==> config.mk <==
export PLATFORM = sky130hd
export DESIGN_NAME = prog_loader
export DESIGN_NICKNAME = d
export VERILOG_FILES = /design/src/rtl/prog_loader.sv
export SDC_FILE = /design/constraint.sdc
export NUM_CORES = 1
export LEC_CHECK = 0
export CAP_MARGIN = 30
export CORE_ASPECT_RATIO = 1.75
export CORE_MARGIN = 2
export CORE_UTILIZATION = 45
export DETAILED_ROUTE_END_ITERATION = 12
export HOLD_SLACK_MARGIN = 0.15
export PLACE_DENSITY = 0.67
export SLEW_MARGIN = 10
export SYNTH_ARGS = -nofsm -noshare
export SYNTH_HDL_FRONTEND = slang
export SYNTH_SLANG_ARGS = --single-unit
==> constraint.sdc <==
create_clock -name clk -period 4.2 [get_ports clk]
set_input_delay 0.84 -clock clk [delete_from_list [all_inputs] [get_ports clk]]
set_output_delay 0.84 -clock clk [all_outputs]
set_load 0.05 [all_outputs]
==> src/rtl/prog_loader.sv <==
// Program loader: assembles a byte stream into machine-code words, writes them
// into instruction memory, then releases the core and tracks its done flag.
module prog_loader #(
    parameter int D = 12,
    parameter int W = 9
) (
    input  logic         clk,
    input  logic         reset,
    input  logic         start,
    input  logic [D-1:0] len,
    input  logic         in_valid,
    input  logic [7:0]   in_byte,
    output logic         in_ready,
    output logic         imem_we,
    output logic [D-1:0] imem_addr,
    output logic [W-1:0] imem_data,
    input  logic         core_done,
    output logic         core_reset,
    output logic         busy,
    output logic         halted
);

    typedef enum logic [2:0] {
        IDLE,
        LOAD_LO,
        LOAD_HI,
        FLUSH,
        RUN,
        HALT
    } state_t;

    state_t       state, next_state;
    logic [D-1:0] count, next_count;
    logic [D-1:0] len_q, next_len;
    logic [7:0]   low_q, next_low;
    logic [D-1:0] count_inc;
    logic [8:0]   raw_word;
    logic         take;
    logic         wr;
    logic         accept;

    assign take      = in_valid && in_ready;
    assign count_inc = count + D'(1);
    assign raw_word  = {in_byte[0], low_q};

    always_comb begin
        next_state = state;
        next_count = count;
        next_len   = len_q;
        next_low   = low_q;
        wr         = 1'b0;
        accept     = 1'b0;
        case (state)
            IDLE, HALT: begin
                if (start) begin
                    accept     = 1'b1;
                    next_len   = len;
                    next_count = '0;
                    next_state = (len == '0) ? FLUSH : LOAD_LO;
                end
            end
            LOAD_LO: begin
                if (take) begin
                    next_low   = in_byte;
                    next_state = LOAD_HI;
                end
            end
            LOAD_HI: begin
                if (take) begin
                    wr         = 1'b1;
                    next_count = count_inc;
                    next_state = (count_inc == len_q) ? FLUSH : LOAD_LO;
                end
            end
            FLUSH:   next_state = RUN;
            RUN: begin
                if (core_done) begin
                    next_state = HALT;
                end
            end
            default: next_state = IDLE;
        endcase
    end

    // Outputs are decoded from the next state so every one of them is a flop
    // that lines up exactly with the state it describes.
    always_ff @(posedge clk or negedge reset) begin
        if (!reset) begin
            state      <= IDLE;
            count      <= '0;
            len_q      <= '0;
            low_q      <= '0;
            in_ready   <= 1'b0;
            imem_we    <= 1'b0;
            imem_addr  <= '0;
            imem_data  <= '0;
            core_reset <= 1'b1;
            busy       <= 1'b0;
            halted     <= 1'b0;
        end else begin
            state      <= next_state;
            count      <= next_count;
            len_q      <= next_len;
            low_q      <= next_low;
            imem_we    <= wr;
            if (wr) begin
                imem_addr <= count;
                imem_data <= W'(raw_word);
            end else if (accept) begin
                imem_addr <= '0;
            end
            in_ready   <= (next_state == LOAD_LO) || (next_state == LOAD_HI);
            busy       <= (next_state == LOAD_LO) || (next_state == LOAD_HI) ||
                          (next_state == FLUSH);
            halted     <= (next_state == HALT);
            core_reset <= (next_state != RUN);
        end
    end

endmodule

==> flow_summary_export.csv, run 1 <==
group,metric,value,unit
setup_path,cp_data_required_time,4440,ps
timing,finalHoldViolations,0,
floorplanning,core-area,0.00644,sq mm
cts,post_cts_resized,0,
floorplanning,start_util,0.456,
timing,fin_ws,1660,ps
yosys,seq_area_frac_synth,0.520,
cts,hold_buffers,0,
timing,max_freq,394,MHz
route,vias,2320,
timing,tightest_slew,824,ps
cts,clock-sinks,61,
job,max_cap_violations,0,
grt,grt_max_degree,37,
timing,rsz0062_at_grt,"false",
cts,cts_buffer_depth,2,
floorplanning,die_x,65.1,microns
outcome,status,"complete, no violations",
power_and_ir_drop,p_leak,1.61,nW
setup_path,cp_slowest_cell,"nor2_1",
timing,post-route-period-util,0.604,
yosys,syn_area_per_cell,10.3,sq um
setup_path,path_max_fanout,22,
route,routedWlPerCell,15.4,microns
setup_path,ff2ff_setup_slack,1800,ps
cells_and_area,fin_nets,358,
power_and_ir_drop,vdd.ir_drop.worst,0.000319,V
route,drt-pass1-iter-count,4,
placed_design,gp_congestion,0.859,
grt,antenna_found_initial,0,
setup_path,critPathMaxStageDelay,500,ps
yosys,yosys_warnings,0,
cells_and_area,layout-drive-gt1-share,0.160,
floorplanning,row_count,39,
grt,grt_pass1_wl,11200,microns
power_and_ir_drop,design_power_total,0.00248,W
floorplanning,io_pins,51,
yosys,synth_area,0.00294,sq mm
route,dr.first_iter.drc_count,208,
route,routed_via_density,5.54,
cts,cts_tree,"built",
setup_path,path_cells,"clkdlybuf4s50_1 -> nand3_1 -> buf_4 -> inv_1 -> nor2_1 -> buf_4 -> o21ai_0 -> o21ai_0",
route,wl,6470,microns
route,antenna_left,0,
yosys,synth.distinct_cells,52,
worst_hold_path,hold_path.class,"flip-flop to flip-flop",
cts,htree_levels,3,
setup_path,cp-end-kind,"flip-flop",
power_and_ir_drop,power-per-cell-area,662,mW/mm^2
grt,grt_pass1_vias,2388,
timing,drv_slew,0,
cts,clk_latency,320,ps
cts,clockRootBuffer,"clkbuf_16",
cts,numCtsBuffers,9,
yosys,synth_nets,312,
yosys,synth_seq_cells,61,
setup_path,crit_arrival,2770,ps
yosys,syn_inst,286,
placed_design,placement.io_buffers,50,
floorplanning,fp.dieArea,0.00721,sq mm
timing,tns,0,ps
cts,post_cts_buffers,0,
timing,slew-limit-headroom,0.451,
setup_path,start_kind,"primary input",
setup_path,path_class,"primary input to flip-flop",
cells_and_area,diodes,0,
timing,finalSetupViolCount,0,
timing,period_needed,2540,ps
placed_design,hpwl,4640,microns
timing,skew,3.34,ps
grt,track_usage,0.201,
placed_design,post-place-ws,1380,ps
grt,grt_overflow,0,
route,drc,0,
cts,clkTransAtPathRegs,50,ps
floorplanning,dieHeight,111,microns
cells_and_area,area_growth,27.7,%
cells by family after synthesis:
kind of cell / count (synthesis) / synth area share
mux: 19 / 0.0729
simple gates: 107 / 0.192
flops: 61 / 0.520
compound gates: 60 / 0.133
xor+xnor: 12 / 0.0358
buf+inv: 26 / 0.0422
fa+ha+maj: 1 / 0.00426
cells in the mapped netlist, drive strengths merged:
cell type	n	area [sq um]
clkbuf	10	37.5
o211ai	2	15.0
o31ai	2	15.0
nand4	7	50.1
o21ai	29	149
nand2	42	158
and2	3	23.8
buf	10	63.8
a22o	10	88.8
a31oi	4	25.0
nand2b	4	25.0
dfrtp	60	1500
or2	1	6.26
a21oi	6	30.0
ha	1	12.5
nand3b	3	26.3
and3	3	20.0
a31o	1	8.76
xnor2	5	43.8
dfstp	1	26.3
inv	6	22.5
o21ba	1	10.0
mux2	19	214
a22oi	1	7.51
or3b	1	8.76
or4b	2	23.8
xor2	7	61.3
a311oi	1	8.76
nor3b	2	20.0
o2111a	1	11.3
nor2	17	63.8
nor4	3	18.8
nor2b	2	12.5
o2111ai	1	8.76
nand4bb	1	11.3
nor3	4	20.0
and4	3	27.5
nand4b	1	8.76
nand3	8	40.0
o221a	1	11.3
cell type report:
type                    instances  area [sq um]
clock buffers                  12           256
clock inverters                 4          22.5
fillers                       579          2690
inverters                       6          22.5
multi-input cells             199          1280
flip-flops and latches         61          1530
well taps                      82           103
repair buffers                 55           533
metrics by stage:
step           hold slack (ps)  utilization  cell area (sq um)  instances
6_report                   462        0.582               3750        419
3_3_place_gp               439        0.539               3470        403
3_5_place_dp               451        0.539               3470        403
4_1_cts                    462        0.582               3750        419
5_1_grt                    484        0.582               3750        419
2_1_floorplan              435            -               2940        286
power breakdown:
group / internal [W] / switching, W / total, W
combinational: 0.000390 / 0.000510 / 0.000900
sequential: 0.000772 / 0.000140 / 0.000912
clock: 0.000427 / 0.000241 / 0.000669
critical path: cells and delay by family:
family                 cells  cell delay, ps
AOI/OAI and AO/OA          2             190
buffers and inverters      4            1110
and+or+nand+nor            2             610
registers in the layout, indices dropped and copies added (netlist names):
register and cells:
len_q 12, halted 1, state 3, count 12, core_reset 1, low_q 8, imem_we 1, busy 1
imem_data 9, imem_addr 12, in_ready 1
cell usage in the layout, fill, tap and decap left out, drive strengths merged, types with 2 or more instances in the layout:
cell type and n:
clkdlybuf4s50 49, nand2 42, nand2b 4, dfrtp 60
nand4 7, nand3b 3, and2 3, buf 6
clkinv 3, o31ai 2, nor4 3, a22o 10
clkbuf 12, xor2 7, nor3 4, xnor2 5
nor2 17, o21ai 29, nor2b 2, and4 3
nor3b 2, or4b 2, o211ai 2, and3 3
inv 6, mux2 19, a21oi 6, a31oi 4
nand3 8
final timing paths:
| check | start | endpoint | cells past startpoint |
|---|---|---|---|
| hold reg to reg | low_q[0] | imem_data[0] | 2 |
| max in group asynchronous | reset | imem_addr[6] | 2 |
| setup reg to reg | count[0] | in_ready | 7 |
| setup / recovery | in_valid | count[8] | 8 |
| hold / removal | low_q[0] | imem_data[0] | 2 |
| min in group asynchronous | reset | halted | 1 |
routing by layer:
layer	vias up	GRT usage	routed length, microns
met5	-	0	0
met4	0	0.0986	143
met3	9	0.0477	245
met1	1159	0.221	2530
met2	48	0.353	3550
li1	1104	-	-
Power figures use the tool's default switching activity.
==> inputs of run 2 (changes only) <==
PLACE_DENSITY = 0.69   (was 0.67)
clock period = 2.2 ns   (was 4.2 ns; I/O delays follow)
==> flow_summary_export.csv, run 2 (synthesis results as in run 1) <==
group,metric,value,unit
outcome,status,"complete, no violations",
grt,antenna_found_initial,0,
setup_path,path_class,"flip-flop to flip-flop",
timing,finalHoldViolations,0,
cts,clkTransAtPathRegs,50,ps
cts,clk_latency,330,ps
route,drt-pass1-iter-count,4,
cells_and_area,post-route-util,0.616,
cells_and_area,fin_nets,379,
grt,grt_overflow,0,
cells_and_area,final_cell_mix,"dfrtp_1, clkdlybuf4s50_1, nand2_1, buf_4, mux2_2",
cells_and_area,layout-drive-gt1-share,0.218,
placed_design,placedCellCount,421,
setup_path,cp_data_required_time,2420,ps
cells_and_area,reg_top3,"count: 12 flops, imem_addr: 12 flops, len_q: 12 flops",
timing,tightest_slew,554,ps
power_and_ir_drop,p_sw,0.00176,W
cells_and_area,final_common_cell,"dfrtp_1",
floorplanning,die_x,65.1,microns
cells_and_area,fillers,557,
placed_design,placement.io_buffers,50,
timing,drv_slew,0,
power_and_ir_drop,p_clk_frac,0.279,
route,dr.first_iter.drc_count,99,
timing,period_needed,2100,ps
timing,slew-limit-headroom,0.626,
floorplanning,io_pins,51,
timing,finalSetupViolCount,0,
cells_and_area,diodes,0,
cells_and_area,stdcell_count,440,
timing,tns,0,ps
cts,cts_tree,"built",
power_and_ir_drop,pwr-share-comb,0.364,
cts,cts_buffer_depth,2,
grt,grt_pass1_vias,2525,
grt,grt_max_degree,62,
job,max_cap_violations,0,
grt,grt_pass1_wl,11700,microns
placed_design,gp_congestion,0.873,
power_and_ir_drop,vdd.ir_drop.worst,0.000630,V
setup_path,cp-end-kind,"flip-flop",
route,routedWlPerCell,15.8,microns
cts,clockRootBuffer,"clkbuf_16",
timing,post-route-period-util,0.953,
timing,rsz0062_at_grt,"false",
floorplanning,start_util,0.456,
route,antenna_left,0,
power_and_ir_drop,seq_power_share,0.356,
power_and_ir_drop,cellInternalPower,0.00316,W
floorplanning,core-area,0.00644,sq mm
route,vias,2389,
grt,track_usage,0.214,
route,routed_via_density,5.43,
route,drc,0,
placed_design,hpwl,4990,microns
worst_hold_path,hold_path.class,"flip-flop to flip-flop",
power_and_ir_drop,p_leak,1.73,nW
timing,skew,6.03,ps
route,wl,6940,microns
timing,max_freq,477,MHz
power_and_ir_drop,netSwitchingFraction,0.358,
cts,htree_levels,3,
setup_path,crit_arrival,2320,ps
setup_path,path_max_fanout,5,
floorplanning,dieHeight,111,microns
floorplanning,row_count,39,
setup_path,ff2ff_setup_slack,100,ps
floorplanning,fp.dieArea,0.00721,sq mm
cts,clock-sinks,61,
power_and_ir_drop,power-per-cell-area,1240,mW/mm^2
cells_and_area,area_growth,35.0,%
setup_path,start_kind,"flip-flop",
cts,numCtsBuffers,9,
==> run 2: path summary, 6_finish.rpt <==
kind                           from      endpoint  cells past startpoint
max                        count[6]      in_ready                      6
min                        low_q[6]  imem_data[6]                      2
max reg2reg                count[6]      in_ready                      6
min reg2reg                low_q[6]  imem_data[6]                      2
max in group asynchronous     reset    core_reset                      3
min in group asynchronous     reset      low_q[2]                      3
==> run 2: layout make-up <==
type / count / area, sq um / area share
inverter: 6 / 22.5 / 0.00568
tap: 82 / 103 / 0.0259
multi-input combinational: 199 / 1300 / 0.327
clock inverter: 4 / 47.5 / 0.0120
sequential: 61 / 1530 / 0.386
clock buffer: 12 / 246 / 0.0622
timing repair buffer: 76 / 718 / 0.181
==> run 2: worst max-delay path, stage by stage, from the launching register on <==
cell and delay, ps:
dfrtp_1 400, nand4_1 150, or4b_4 580, xor2_2 160, o21ai_2 60, or4b_1 460, o21ba_1 170
==> run 2: stage by stage <==
stage	hold slack, ps	cell area, sq um	worst slack [ps]	power, W
final	465	3970	104	0.00492
after global routing	491	3970	5.06	0.00517
after CTS	472	3940	60.2	0.00496
after detailed placement	461	3630	64.3	0.00357
after global placement	441	3630	81.8	0.00351
after floorplan	144	2940	46.3	0.00296
==> run 2: what timing repair did <==
action                                  CTS  global route
endpoints found under the hold margin    60             0
hold buffers                              1             0
endpoints found under the setup margin    0             1
buffers inserted                          0             2
gates resized for setup                   0             5
==> run 2: power groups by stage <==
stage / Sequential, W / Combinational, W / Clock (W)
3_3_place_gp: 0.00175 / 0.00176 / 0
5_1_grt: 0.00179 / 0.00194 / 0.00144
2_1_floorplan: 0.00208 / 0.000879 / 0
6_report: 0.00175 / 0.00179 / 0.00137
3_5_place_dp: 0.00177 / 0.00180 / 0
4_1_cts: 0.00175 / 0.00181 / 0.00140
==> run 2: layer usage <==
metal | vias to the layer above | GRT usage | share of wire
li1 | 1150 | - | -
met2 | 49 | 0.379 | 0.55
met4 | 0 | 0.128 | 0.046
met5 | - | 0 | 0
met3 | 23 | 0.0528 | 0.032
met1 | 1167 | 0.218 | 0.37
